==> src/rtl/pipeline_pkg.sv <==
// pipeline_pkg: shared pipeline widths and the fetch entry type
package pipeline_pkg;

    localparam int XLEN = 32;

    localparam logic [XLEN-1:0] RESET_PC = '0;

    typedef struct packed {
        logic [XLEN-1:0] pc;
        logic [XLEN-1:0] instr;
    } fetch_entry_t;

endpackage

==> src/rtl/fetch_queue_if.sv <==
// fetch_queue_if: fetch-side and decode-side handshake of the fetch queue
interface fetch_queue_if #(
    parameter int XLEN  = pipeline_pkg::XLEN,
    parameter int DEPTH = 4
);

    logic                         in_valid;
    logic [XLEN-1:0]              in_pc;
    logic [XLEN-1:0]              in_instr;
    logic                         stall_out;
    logic                         flush;
    logic                         out_valid;
    logic                         out_ready;
    logic [XLEN-1:0]              out_pc;
    logic [XLEN-1:0]              out_instr;
    logic                         out_misaligned;
    logic [$clog2(DEPTH+1)-1:0]   count;

    modport master (
        output in_valid, in_pc, in_instr, flush, out_ready,
        input  stall_out, out_valid, out_pc, out_instr, out_misaligned, count
    );

    modport slave (
        input  in_valid, in_pc, in_instr, flush, out_ready,
        output stall_out, out_valid, out_pc, out_instr, out_misaligned, count
    );

endinterface

==> src/rtl/fetch_queue.sv <==
// fetch_queue: first-word-fall-through FIFO between fetch and decode with flush
module fetch_queue
    import pipeline_pkg::*;
#(
    parameter int XLEN  = pipeline_pkg::XLEN,
    parameter int DEPTH = 4
) (
    input  logic         clk,
    input  logic         rst_n,
    fetch_queue_if.slave bus
);

    localparam int AW = $clog2(DEPTH);
    localparam int CW = $clog2(DEPTH+1);

    logic [AW-1:0] r_wr_ptr;
    logic [AW-1:0] r_rd_ptr;
    logic [CW-1:0] r_count;
    fetch_entry_t  r_mem [DEPTH];

    logic          w_full;
    logic          w_empty;
    logic          w_push;
    logic          w_pop;
    fetch_entry_t  w_head;

    // Handshake qualifiers and head outputs; everything depends on registered
    // count, so stall_out has no combinational path from the inputs.
    always_comb begin
        w_full             = (r_count == CW'(DEPTH));
        w_empty            = (r_count == '0);
        w_push             = bus.in_valid && !w_full && !bus.flush;
        w_pop              = !w_empty && bus.out_ready && !bus.flush;
        w_head             = r_mem[r_rd_ptr];
        bus.stall_out      = w_full;
        bus.out_valid      = !w_empty;
        bus.out_pc         = w_empty ? {XLEN{1'b0}} : w_head.pc;
        bus.out_instr      = w_empty ? {XLEN{1'b0}} : w_head.instr;
        bus.out_misaligned = !w_empty && (w_head.pc[1:0] != 2'b00);
        bus.count          = r_count;
    end

    // Pointers and occupancy; flush redirects to an empty queue and wins over push/pop.
    always_ff @(posedge clk or negedge rst_n) begin
        if (!rst_n) begin
            r_wr_ptr <= '0;
            r_rd_ptr <= '0;
            r_count  <= '0;
        end else if (bus.flush) begin
            r_wr_ptr <= '0;
            r_rd_ptr <= '0;
            r_count  <= '0;
        end else begin
            r_wr_ptr <= w_push ? r_wr_ptr + AW'(1) : r_wr_ptr;
            r_rd_ptr <= w_pop  ? r_rd_ptr + AW'(1) : r_rd_ptr;
            r_count  <= r_count + CW'(w_push) - CW'(w_pop);
        end
    end

    // Entry storage is unreset; outputs are gated by empty so stale data never leaks.
    always_ff @(posedge clk) begin
        if (w_push) r_mem[r_wr_ptr] <= '{pc: bus.in_pc, instr: bus.in_instr};
    end

endmodule

==> src/flat_wrapper.sv <==
// flat-port wrapper written by rule: the top's interface ports become plain ports
module fetch_queue_flat import pipeline_pkg::*;
#(
    parameter int XLEN  = pipeline_pkg::XLEN,
    parameter int DEPTH = 4
)
  (clk, rst_n, bus_in_valid, bus_in_pc, bus_in_instr, bus_flush, bus_out_ready, bus_stall_out, bus_out_valid, bus_out_pc, bus_out_instr, bus_out_misaligned, bus_count);
  fetch_queue_if #(.XLEN(XLEN), .DEPTH(DEPTH)) bus_i ();
  input  logic clk;
  input  logic rst_n;
  input wire logic [$bits(bus_i.in_valid)-1:0] bus_in_valid;
  input wire logic [$bits(bus_i.in_pc)-1:0] bus_in_pc;
  input wire logic [$bits(bus_i.in_instr)-1:0] bus_in_instr;
  input wire logic [$bits(bus_i.flush)-1:0] bus_flush;
  input wire logic [$bits(bus_i.out_ready)-1:0] bus_out_ready;
  output wire logic [$bits(bus_i.stall_out)-1:0] bus_stall_out;
  output wire logic [$bits(bus_i.out_valid)-1:0] bus_out_valid;
  output wire logic [$bits(bus_i.out_pc)-1:0] bus_out_pc;
  output wire logic [$bits(bus_i.out_instr)-1:0] bus_out_instr;
  output wire logic [$bits(bus_i.out_misaligned)-1:0] bus_out_misaligned;
  output wire logic [$bits(bus_i.count)-1:0] bus_count;
  assign bus_i.in_valid = bus_in_valid;
  assign bus_i.in_pc = bus_in_pc;
  assign bus_i.in_instr = bus_in_instr;
  assign bus_i.flush = bus_flush;
  assign bus_i.out_ready = bus_out_ready;
  assign bus_stall_out = bus_i.stall_out;
  assign bus_out_valid = bus_i.out_valid;
  assign bus_out_pc = bus_i.out_pc;
  assign bus_out_instr = bus_i.out_instr;
  assign bus_out_misaligned = bus_i.out_misaligned;
  assign bus_count = bus_i.count;
  fetch_queue #(.XLEN(XLEN), .DEPTH(DEPTH)) u_core (.clk(clk), .rst_n(rst_n), .bus(bus_i));
endmodule
==> config.mk <==
export PLATFORM = sky130hd
export DESIGN_NAME = fetch_queue_flat
export DESIGN_NICKNAME = d
export VERILOG_FILES = /design/src/rtl/pipeline_pkg.sv /design/src/rtl/fetch_queue_if.sv /design/src/rtl/fetch_queue.sv /design/src/flat_wrapper.sv
export SDC_FILE = /design/constraint.sdc
export NUM_CORES = 1
export LEC_CHECK = 0
export ABC_AREA = 1
export CAP_MARGIN = 5
export CORE_ASPECT_RATIO = 0.6
export CORE_MARGIN = 2
export CORE_UTILIZATION = 25
export DETAILED_ROUTE_END_ITERATION = 10
export SKIP_CTS_REPAIR_TIMING = 1
export SYNTH_ARGS = -nofsm -noshare
export SYNTH_HDL_FRONTEND = slang
export SYNTH_SLANG_ARGS = --single-unit
==> constraint.sdc <==
create_clock -name clk -period 10.27 [get_ports clk]
set_input_delay 2.5675 -clock clk [delete_from_list [all_inputs] [get_ports clk]]
set_output_delay 2.5675 -clock clk [all_outputs]
set_load 0.01 [all_outputs]
* After elaboration in Yosys (flattened, before gate mapping)
Memories as Yosys holds them, arrays and structs flattened.
Cells that the tools add are included.
** Storage, ports and cells
- Bits in latches :: 0
- Bits in writable memories :: 256
- Bits of input ports :: 69
- Memories :: 1
- Bits in registers :: 7
- Memory bits (read-only) :: 0
- Word-level logic and storage cells :: 30
- Output and inout port bits :: 70
** Memories
- u_core.r_mem :: words 4, bits a word 64, rd ports 1, clocked after memory_dff 0, wr ports 1, line fetch_queue.sv:19 : fetch_entry_t r_mem [DEPTH];
** Operators by class
- Multiplexer cells :: 9
- Multipliers :: 0
- Divide/modulo/power cells :: 0
- Shift-type cells :: 0
- Add/sub/neg operators :: 4
- Eq/ne operators :: 1
- Order comparisons :: 0
- Reductions and logical operators :: 12
- Bitwise gates (word level) :: 0
** Operators by type and width (count)
- 32-bit two-way mux :: 2
- 2-bit two-way mux :: 4
- 2-bit nonzero test :: 3
- 1-bit logical AND :: 5
- 2-bit by 1-bit adder with 2-bit output, second input constant :: 2
- 3-bit by 1-bit adder with 3-bit output :: 1
- 3-bit == test, second input constant :: 1
- 1-bit logical NOT :: 3
- 3-bit logical NOT :: 1
- 3-bit two-way mux :: 1
- 3-bit by 1-bit subtractor with 3-bit output :: 1
- 1-bit two-way mux :: 2

* Logic depth before layout (Yosys ltp)
Gate-level depths: netlist (run 1).
- Depth after elaboration :: 7
- Depth in mapped cells :: 12
- Gate-level depth less buffers :: 12

* Worst setup path after synthesis (run 1)
No wires, ideal clock.
- Path kind :: input to register
- From :: input bus_flush
- To :: memory u_core.r_mem[0][0] (netlist name), enable pin
- Path buffers :: 0
- Arrival time :: 5.541 ns
- Path slack :: 4.243 ns
- Stages :: 3
- Setup time :: 0.487 ns
- Cell sequence :: clkinv_1 -> nand3_1 -> nor2_1
** Between the ends
- Cells in the longest elaborated chain, start to end :: 4
** RTL lines
- start, declared :: line flat_wrapper.sv:14 : input wire logic [$bits(bus_i.flush)-1:0] bus_flush;
- 1-bit logical NOT :: line fetch_queue.sv:32 : w_push = bus.in_valid && !w_full && !bus.flush;
- 1-bit logical AND :: line fetch_queue.sv:32
- 1-bit two-way mux :: line fetch_queue.sv:62 : if (w_push) r_mem[r_wr_ptr] <= '{pc: bus.in_pc, instr: bus.in_instr};
- 1-bit two-way mux (not written as such) :: line fetch_queue.sv:62
- end, declared :: line fetch_queue.sv:19
Every way passes these cells.

* Worst setup path after layout (run 1)
- From :: register u_core.r_rd_ptr[0]
- To :: output bus_out_pc[13]
** Between the ends
- Cells in the longest elaborated chain, start to end :: 2
** RTL lines
- start, declared :: line fetch_queue.sv:17 : logic [AW-1:0] r_rd_ptr;
- start signal, assigned :: line fetch_queue.sv:55 : r_rd_ptr <= w_pop ? r_rd_ptr + AW'(1) : r_rd_ptr;
- memory read 4 x 64 bit
- 32-bit two-way mux :: line fetch_queue.sv:37 : bus.out_pc = w_empty ? {XLEN{1'b0}} : w_head.pc;
- end, declared :: line flat_wrapper.sv:18 : output wire logic [$bits(bus_i.out_pc)-1:0] bus_out_pc;
Every way passes these cells.

==> results of run 1 <==
-- power breakdown --
group	leakage, nW	switching, mW	internal (mW)
Sequential	2.41	0.0450	1.25
Clock	0.366	0.388	0.495
Combinational	2.27	0.625	0.436
Total	5.05	1.06	2.18
-- flip-flops by register name, summed over array words and instances, names as in the netlist --
register,flops
u_core.r_mem,256
u_core.r_wr_ptr,2
u_core.bus.count,3
u_core.r_rd_ptr,2
-- cells by family (layout without fill, tap and decap cells) --
logic type	Yosys count	after routing	share of synthesized area (%)
compound gates	63	63	2.93
xor+xnor	1	1	0.0814
fa+ha+maj	7	7	0.884
buf+inv	77	221	3.87
flops	263	263	73.1
simple gates	543	543	19.2
-- critical path, stage by stage (launching register included) --
cell	delay [ns]
sky130_fd_sc_hd__dfrtp_4	0.81
sky130_fd_sc_hd__buf_4	0.74
sky130_fd_sc_hd__nand2_1	0.11
sky130_fd_sc_hd__nand2_1	0.10
sky130_fd_sc_hd__nand2_1	0.05
sky130_fd_sc_hd__a21oi_1	0.29
sky130_fd_sc_hd__clkdlybuf4s50_1	0.60
-- layout by cell type (no fill, tap or decap), types with 2 or more instances in the layout --
cell                                n
sky130_fd_sc_hd__clkbuf_1          11
sky130_fd_sc_hd__ha_1               6
sky130_fd_sc_hd__a21oi_1           62
sky130_fd_sc_hd__nand3_1           12
sky130_fd_sc_hd__clkbuf_8           2
sky130_fd_sc_hd__nand4_1            2
sky130_fd_sc_hd__clkinvlp_4         2
sky130_fd_sc_hd__dfrtp_1            5
sky130_fd_sc_hd__clkdlybuf4s50_1  138
sky130_fd_sc_hd__inv_1             25
sky130_fd_sc_hd__nand2_1          516
sky130_fd_sc_hd__inv_2              2
sky130_fd_sc_hd__nor2_1             8
sky130_fd_sc_hd__nor2_4             4
sky130_fd_sc_hd__edfxtp_1         256
sky130_fd_sc_hd__clkinv_1           2
sky130_fd_sc_hd__clkbuf_16         27
sky130_fd_sc_hd__buf_4             10
-- final cells by class --
cell class                 count  area, um^2
inverter                      29         114
timing repair buffer         148        1460
sequential                   263        7870
tap                          570         713
clock buffer                  40         744
fill                        4207       28700
clock inverter                 4        23.8
multi-input combinational    614        2510
-- metal layers --
metal	part of all wire (%)	routed length [um]	vias to the layer above	GRT usage, %
met3	5.3	1340	32	2.52
met5	0	0	-	0
li1	-	-	3404	-
met4	1.6	420	0	2.22
met1	47	12100	3245	15.5
met2	46	11700	155	19.3
-- final timing paths --
kind                                                   to  cells after the start  slack (ns)                           start
min                        u_core.r_wr_ptr[0]$_DFFE_PN0P_                      2        0.58  u_core.r_wr_ptr[0]$_DFFE_PN0P_
max in group asynchronous  u_core.r_rd_ptr[0]$_DFFE_PN0P_                      1        7.69                           rst_n
min in group asynchronous  u_core.r_wr_ptr[0]$_DFFE_PN0P_                      1        2.29                           rst_n
min reg2reg                u_core.r_wr_ptr[0]$_DFFE_PN0P_                      2        0.58  u_core.r_wr_ptr[0]$_DFFE_PN0P_
max reg2reg                 u_core.r_mem[3][48]$_DFFE_PP_                      5        7.32   u_core.bus.count[1]$_DFF_PN0_
max                                        bus_out_pc[13]                      6        4.28  u_core.r_rd_ptr[0]$_DFFE_PN0P_
-- through the flow --
step	worst slack, ns	power [mW]	cell area [um^2]	std cells
detailed placement	4.63	2.40	12700	1624
global placement	4.68	2.39	12700	1624
finish	4.28	3.24	13400	1668
floorplan	4.24	1.90	10800	954
CTS	4.21	3.29	13400	1668
global route	3.98	3.44	13400	1668
==> flow_metrics.tcl, run 1 <==
set metrics [dict create \
    die_area_um2 44800 \
    ctsHtreeMaxLevel 1 \
    tritoncts "done" \
    holdWs_ns 0.579 \
    grt_antenna_before_repair 1 \
    tightest_slew_ns 1.08 \
    syn_area_per_cell_um2 11.3 \
    io_pins 139 \
    rows 58 \
    synth.largest_area_cell "sky130_fd_sc_hd__edfxtp_1" \
    utilization_pct 31.9 \
    end_kind "primary output" \
    grt_pass1_wl_um 39500 \
    fin_worst_skew_ns 0.0109 \
    insertedDiodeCount 0 \
    cell_with_the_most_instances_after_synthesis "sky130_fd_sc_hd__nand2_1" \
    post_synth_num_cell_types 21 \
    path_max_fanout 81 \
    die_h_um 165 \
    synthTopCellsByCount "sky130_fd_sc_hd__nand2_1 (516), sky130_fd_sc_hd__edfxtp_1 (256), sky130_fd_sc_hd__a21oi_1 (62)" \
    setup_repair_after_global_routing_missed_its_margin "no" \
    syn_to_final_growth_pct 24.8 \
    synthCells 954 \
    cts-root-buf "sky130_fd_sc_hd__clkbuf_16" \
    place_hpwl_um 13800 \
    hold_path_class "flop to flop" \
    vdd.ir_drop.worst_mv 0.186 \
    post-synth-top-area-fraction_pct 71.5 \
    netlist_area_um2 10800 \
    place.port_buffers 138 \
    gp_congestion 0.742 \
    clkSlewWorstSetupHoldPaths_ns 0.07 \
    achievable-frequency_mhz 167 \
    effective_utilization_at_floorplan_pct 25.5 \
    nNetsFinal 1158 \
    drt.antenna.violating_nets 0 \
    top_ff_cell_synth "sky130_fd_sc_hd__edfxtp_1" \
    core_um2 42200 \
    num_vias 6836 \
    drt-wirelength-per-cell_um 15.3 \
    hold_violation_total_from_the_final_report 0 \
    clock_latency_ns 0.54 \
    drc 0 \
    grt_max_degree 128 \
    numCtsBuffers 26 \
    run_status "completed" \
    leakagePower_nw 5.05 \
    final_layout_size_suffix_gt1_share_pct 4.74 \
    worstSetupStartpointType "flop" \
    power_per_cell_area_nw_per_um2 241 \
    synth_edf_count 256 \
    track_usage_pct 11.5 \
    yosys_warnings 0 \
    synth_sequential_area_ratio_pct 73.1 \
    timing_worst_setup_path_type "flop to primary output" \
    report.final.slew_viol_count 0 \
    cts_sinks 263 \
    routed_wl_um 25500 \
    grt_overflow 0 \
    grt_pass1_vias 6852 \
    die_width_um 272 \
    final_period_minus_worst_setup_slack_ns 5.99 \
    tns_ns 0 \
    synth.top_cells.by_area "sky130_fd_sc_hd__edfxtp_1 (71%), sky130_fd_sc_hd__nand2_1 (18%), sky130_fd_sc_hd__a21oi_1 (2.9%)" \
    cp.required_ns 7.70 \
    vias_per_cell 4.10 \
    worst_case_clock_buffer_depth 3 \
    final-setup-viol-count 0 \
    worst_ep_arrival_time_ns 3.43 \
    timing.max_cap.violations 0 \
    drt_pass1_iterations 5 \
    synth-async-reset-ratio_pct 2.66 \
    drt_first_iter_violations 380 \
    max-slew-margin-rel_pct 27.6 \
    fin_crit_sh_pct 58.4 \
    yosys_register_bits 263 \
    synth_fp_nets 1030 \
]
Power figures use the tool's default switching activity.
==> run 2: changes to the inputs <==
- clock period: 10.27 -> 6.04 ns (I/O delays scaled with it)
==> run 2 against run 1 <==
Against the previous run: core utilization grew 0.14 points; first-iteration DRC count grew 52%; flip-flop and latch count is the same; design area grew 0.44%; largest cell class unchanged; largest power group unchanged; highest routed layer unchanged.
==> flow_metrics.tcl, run 2 (same netlist as run 1, synthesis figures left out) <==
set metrics [dict create \
    hold_violation_total_from_the_final_report 0 \
    fin_worst_skew_ns 0.0217 \
    grt_max_degree 128 \
    regMostFlops "u_core.r_mem" \
    largest_register_ff_count 256 \
    gp_congestion 0.685 \
    timing_worst_setup_path_type "flop to primary output" \
    worst_case_clock_buffer_depth 3 \
    combPwrFrac_pct 32.1 \
    grt_antenna_before_repair 2 \
    vdd.ir_drop.worst_mv 0.225 \
    slowest_cell_delay_on_critical_path_ns 0.83 \
    power.switching_mw 1.80 \
    critical_path.top_delay_family "buffers and inverters" \
    setup_repair_after_global_routing_missed_its_margin "no" \
    drt-wirelength-per-cell_um 15.4 \
    ctsHtreeMaxLevel 1 \
    cp.required_ns 4.53 \
    clock_latency_ns 0.54 \
    hold_path_class "flop to flop" \
    crit_top_cell "sky130_fd_sc_hd__nand2_1" \
    drt_pass1_iterations 5 \
    place.port_buffers 138 \
    timing.max_cap.violations 0 \
    worstSetupStartpointType "flop" \
    end_kind "primary output" \
    drt_first_iter_violations 578 \
    p_sw_share_pct 32.4 \
    drt.antenna.violating_nets 0 \
    place_ws_ns 1.48 \
    internal_power_mw 3.77 \
    run_status "completed" \
    grt_pass1_wl_um 39800 \
    clkSlewWorstSetupHoldPaths_ns 0.06 \
    fin_ws_ns 1.05 \
    path_max_fanout 127 \
    seq_area_um2 7870 \
    power_per_cell_area_nw_per_um2 413 \
    tns_ns 0 \
    path_cells "inv_6 -> nand2_1 -> nand2_1 -> nand2_1 -> a21oi_1 -> clkdlybuf4s50_1" \
    setup.reg_to_reg.worst_slack_ns 3.52 \
    layout.cells.most_common_list "sky130_fd_sc_hd__nand2_1 (516), sky130_fd_sc_hd__edfxtp_1 (256), sky130_fd_sc_hd__clkdlybuf4s50_1 (138)" \
    seq_power_share_pct 39.8 \
    grt_pass1_vias 6782 \
    nNetsFinal 1159 \
    final-setup-viol-count 0 \
    place_hpwl_um 14300 \
    tightest_slew_ns 1.08 \
    power.clock.fraction_pct 28.1 \
    insertedDiodeCount 0 \
    placed_cells_incl_taps 1625 \
    worst_ep_arrival_time_ns 3.48 \
    critical-path-slowest-cell "sky130_fd_sc_hd__inv_6" \
    core_um2 42200 \
    non_filler_cells_final 1672 \
    track_usage_pct 11.5 \
    numCtsBuffers 26 \
    io_pins 139 \
    routed_wl_um 25800 \
    critical_path.n_buffers_inverters 2 \
    final_period_minus_worst_setup_slack_ns 4.99 \
    fin_crit_sh_pct 82.6 \
    leakagePower_nw 5.09 \
    multi_input_comb_area_um2 2510 \
    num_vias 6940 \
    vias_per_cell 4.15 \
    effective_utilization_at_floorplan_pct 25.5 \
    die_h_um 165 \
    final_layout_size_suffix_gt1_share_pct 5.08 \
    die_area_um2 44800 \
    tritoncts "done" \
    drc 0 \
    report.final.slew_viol_count 0 \
    layout.cells.most_common "sky130_fd_sc_hd__nand2_1" \
    cts-root-buf "sky130_fd_sc_hd__clkbuf_16" \
    cts_sinks 263 \
    max-slew-margin-rel_pct 28.3 \
    syn_to_final_growth_pct 25.4 \
    achievable-frequency_mhz 200 \
    rows 58 \
    fillCellCount 4198 \
    die_width_um 272 \
    grt_overflow 0 \
]
==> run 2: power by group through the flow <==
stage / sequential [mW] / clock, mW / combinational [mW]
after floorplan: 2.20 / 0 / 1.04
after global placement: 2.26 / 0 / 1.81
after detailed placement: 2.26 / 0 / 1.83
after CTS: 2.22 / 1.62 / 1.84
after global routing: 2.24 / 1.68 / 1.99
final: 2.22 / 1.56 / 1.79
==> run 2: worst reg2reg max path, cell delays in order (launching register included) <==
cell	delay [ns]
sky130_fd_sc_hd__dfrtp_1	0.47
sky130_fd_sc_hd__inv_1	0.07
sky130_fd_sc_hd__nand3_1	0.16
sky130_fd_sc_hd__nand3_1	0.37
sky130_fd_sc_hd__nor2_4	0.17
sky130_fd_sc_hd__buf_4	0.83
==> run 2: metal layers <==
layer	up-vias	share of wire, %	track usage (%)
met3	45	5.6	2.70
met2	170	47	19.1
met5	-	0	0
li1	3413	-	-
met4	0	1.9	2.35
met1	3312	46	15.5
==> run 2: metrics by stage <==
stage	cell area (um^2)	total power, mW	hold WS, ns	utilization [%]
finish	13500	5.57	0.578	32.0
detailed placement	12700	4.09	0.568	30.0
global route	13500	5.91	0.604	32.0
floorplan	10800	3.23	0.519	-
CTS	13500	5.68	0.584	32.0
global placement	12700	4.06	0.551	30.0
==> run 2: path summary, 6_finish.rpt <==
path / end / cells past startpoint / startpoint
max in group asynchronous: u_core.r_rd_ptr[0]$_DFFE_PN0P_ / 1 / rst_n
min reg2reg: u_core.r_wr_ptr[1]$_DFFE_PN0P_ / 2 / u_core.r_wr_ptr[1]$_DFFE_PN0P_
min: u_core.r_wr_ptr[1]$_DFFE_PN0P_ / 2 / u_core.r_wr_ptr[1]$_DFFE_PN0P_
max: bus_out_pc[10] / 6 / u_core.r_rd_ptr[0]$_DFFE_PN0P_
min in group asynchronous: u_core.r_wr_ptr[0]$_DFFE_PN0P_ / 1 / rst_n
max reg2reg: u_core.r_mem[0][20]$_DFFE_PP_ / 5 / u_core.bus.count[1]$_DFF_PN0_
==> run 2: cell type report <==
type	instances	share of cell area, %
clock buffers	36	5.26
clock inverters	11	0.816
inverters	29	0.844
multi-input cells	614	18.6
flip-flops and latches	263	58.3
well taps	570	5.29
repair buffers	149	10.9
==> patch: new RTL, settings of run 1 <==
`DEPTH` is set to 4 in 3 places; all go to 8.
--- a/src/rtl/fetch_queue_if.sv
+++ b/src/rtl/fetch_queue_if.sv
@@ -1,7 +1,7 @@
 // fetch_queue_if: fetch-side and decode-side handshake of the fetch queue
 interface fetch_queue_if #(
     parameter int XLEN  = pipeline_pkg::XLEN,
-    parameter int DEPTH = 4
+    parameter int DEPTH = 8
 );
 
     logic                         in_valid;
--- a/src/rtl/fetch_queue.sv
+++ b/src/rtl/fetch_queue.sv
@@ -3,7 +3,7 @@
     import pipeline_pkg::*;
 #(
     parameter int XLEN  = pipeline_pkg::XLEN,
-    parameter int DEPTH = 4
+    parameter int DEPTH = 8
 ) (
     input  logic         clk,
     input  logic         rst_n,
--- a/src/flat_wrapper.sv
+++ b/src/flat_wrapper.sv
@@ -2,7 +2,7 @@
 module fetch_queue_flat import pipeline_pkg::*;
 #(
     parameter int XLEN  = pipeline_pkg::XLEN,
-    parameter int DEPTH = 4
+    parameter int DEPTH = 8
 )
   (clk, rst_n, bus_in_valid, bus_in_pc, bus_in_instr, bus_flush, bus_out_ready, bus_stall_out, bus_out_valid, bus_out_pc, bus_out_instr, bus_out_misaligned, bus_count);
   fetch_queue_if #(.XLEN(XLEN), .DEPTH(DEPTH)) bus_i ();
Ports: changed (resized bus_count); port bits go from 139 to 140. The function was not compared with the original's and may differ.
==> patch against run 1 <==
Sequential cell count up 259; die area up 98%; wire length up 98%; power up 92%; final area up 92%; count of clock-buffer cells in the layout up 27; non-clock buffer count up 12; hold slack better by 0.022 ns; area after synthesis up 100%; cell count up 93%; worst setup slack worse by 0.66 ns; sequential share of layout area up 2.1 points; critical path type unchanged; largest cell class unchanged; largest power group unchanged.
==> patch: results (changes against run 1) <==
Outcome
  • Result of the run: finished, final reports clean

Final layout
  • Nonclk buf count: 160 (+8.1%)
  • Multi-input logic area: 4960 sq um (+98%)
  • Layout cell share with drive strength beyond 1: 5.21% (+0.48 points)
  • Clock-cell share: 6.25% (+0.53 points)
  • #MultiIn Comb: 1142 (+86%)
  • Fraction of area in registers: 60.7% (+2.1 points)
  • Nets: 2108 (+82%)
  • Clkbuf count: 67 (+68%)
  • Invs w/o clock: 154 (+430%)
  • Non-Clock Buffer Area Fraction: 6.01% (-4.8 points)
  • Post-Layout Cell Count: 3218 (+93%)
  • Largest register FFs: 512 (+100%)

Global routing
  • Met1 usage: 16.3% (+0.83 points)
  • Met3 Track Usage GR: 2.14% (-0.38 points)
  • GR Layer Usage met2: 17.3% (-2.0 points)
  • Vias in the first global route: 12900 (+89%)
  • Initial antenna violation count: 0 (-1)
  • First-pass GRT wire length: 77800 um (+97%)
  • Total GRT Usage: 11.3% (-0.26 points)

Route
  • Routed WL: 50500 um (+98%)
  • Iter 0 DRT Violations: 1095 (+190%)
  • Vias per std cell: 4.14 (+0.98%)

Placed design
  • Cell count after placement: 3125 (+92%)
  • HPWL Detailed: 28100 um (+100%)
  • Final RePlAce weighted congestion: 0.702 (-5.4%)

Logic synthesis
  • Synth Area in XOR/XNOR: 0.122% (+0.040 points)
  • Syn Nets: 2001 (+94%)
  • Syn_area_per_cell: 11.2 sq um (-0.45%)
  • Async SR Flop Fraction: 1.92% (-0.75 points)
  • Complex-gate fraction of the synthesized area: 5.19% (+2.3 points)
  • Number of synthesized flops with an enable pin: 512 (+100%)
  • Sequential area share after synthesis: 72.4% (-0.71 points)
  • Synth top cells by count: edfxtp_1 (512), nor2_1 (511), nand2_1 (346), inv_1 (153), o21ai_0 (122)
  • Synth area leaders: edfxtp_1 (71%), nor2_1 (8.9%), nand2_1 (6.0%)
  • Adder-cell share of the synthesized area: 0.556% (-0.33 points)

Power
  • VDD IR max: 0.000135 V (-28%)
  • Leakage: 0.00913 uW (+81%)
  • Sw Share: 32.3% (-0.43 points)

Clock network
  • Worst skew pair latency: 0.59 ns (+0.05 ns)
  • Clock buffer count from CTS: 50 (+92%)
  • Clk sink count: 522 (+98%)
  • H-tree Lvls: 2 (+1)

Timing
  • Rel. slew slack: 26.9% (-0.71 points)
  • Final Skew: 0.0133 ns (+0.00236 ns)

Setup path
  • Worst R2R Path Depth: 8 (+3)
  • R2r startpoint: u_core.bus.count[2]$_DFF_PN0_
  • FF-to-FF End: u_core.r_mem[0][49]$_DFFE_PP_
  • Crit path DAT: 4.08 ns (+0.65 ns)
  • Largest stage delay, worst path: 0.85 ns (+0.04 ns)
  • CP max FO: 100 (+23%)

Floorplan
  • Chip width: 383 um (+41%)
patch: changes by cell type after synthesis, sizes merged, moves of 24 or more:
cell    before  now
nor2        12  511
nand2      516  346
nand3       12   79
o211ai       0   62
inv         28  154
edfxtp     256  512
clkbuf       2   26
buf         46   79
a21oi       62    1
o21ai        1  130
patch: per-stage QoR:
step	cell area (sq um)	power [uW]	setup WS, ns	hold slack (ns)	utilization [%]
after global placement	24200	4450	4.17	0.588	28.2
after floorplan	21600	3640	4.15	0.551	-
after CTS	25800	6330	3.50	0.604	30.1
final	25800	6220	3.62	0.602	30.1
after detailed placement	24200	4460	4.17	0.593	28.2
after global routing	25800	6610	3.18	0.628	30.1
patch: power by group through the flow:
stage / logic [uW] / registers, uW / clock network [uW]
final: 1890 / 2480 / 1850
after global routing: 2130 / 2490 / 1990
after CTS: 1940 / 2480 / 1910
after detailed placement: 1930 / 2530 / 0
after global placement: 1930 / 2530 / 0
after floorplan: 1140 / 2500 / 0
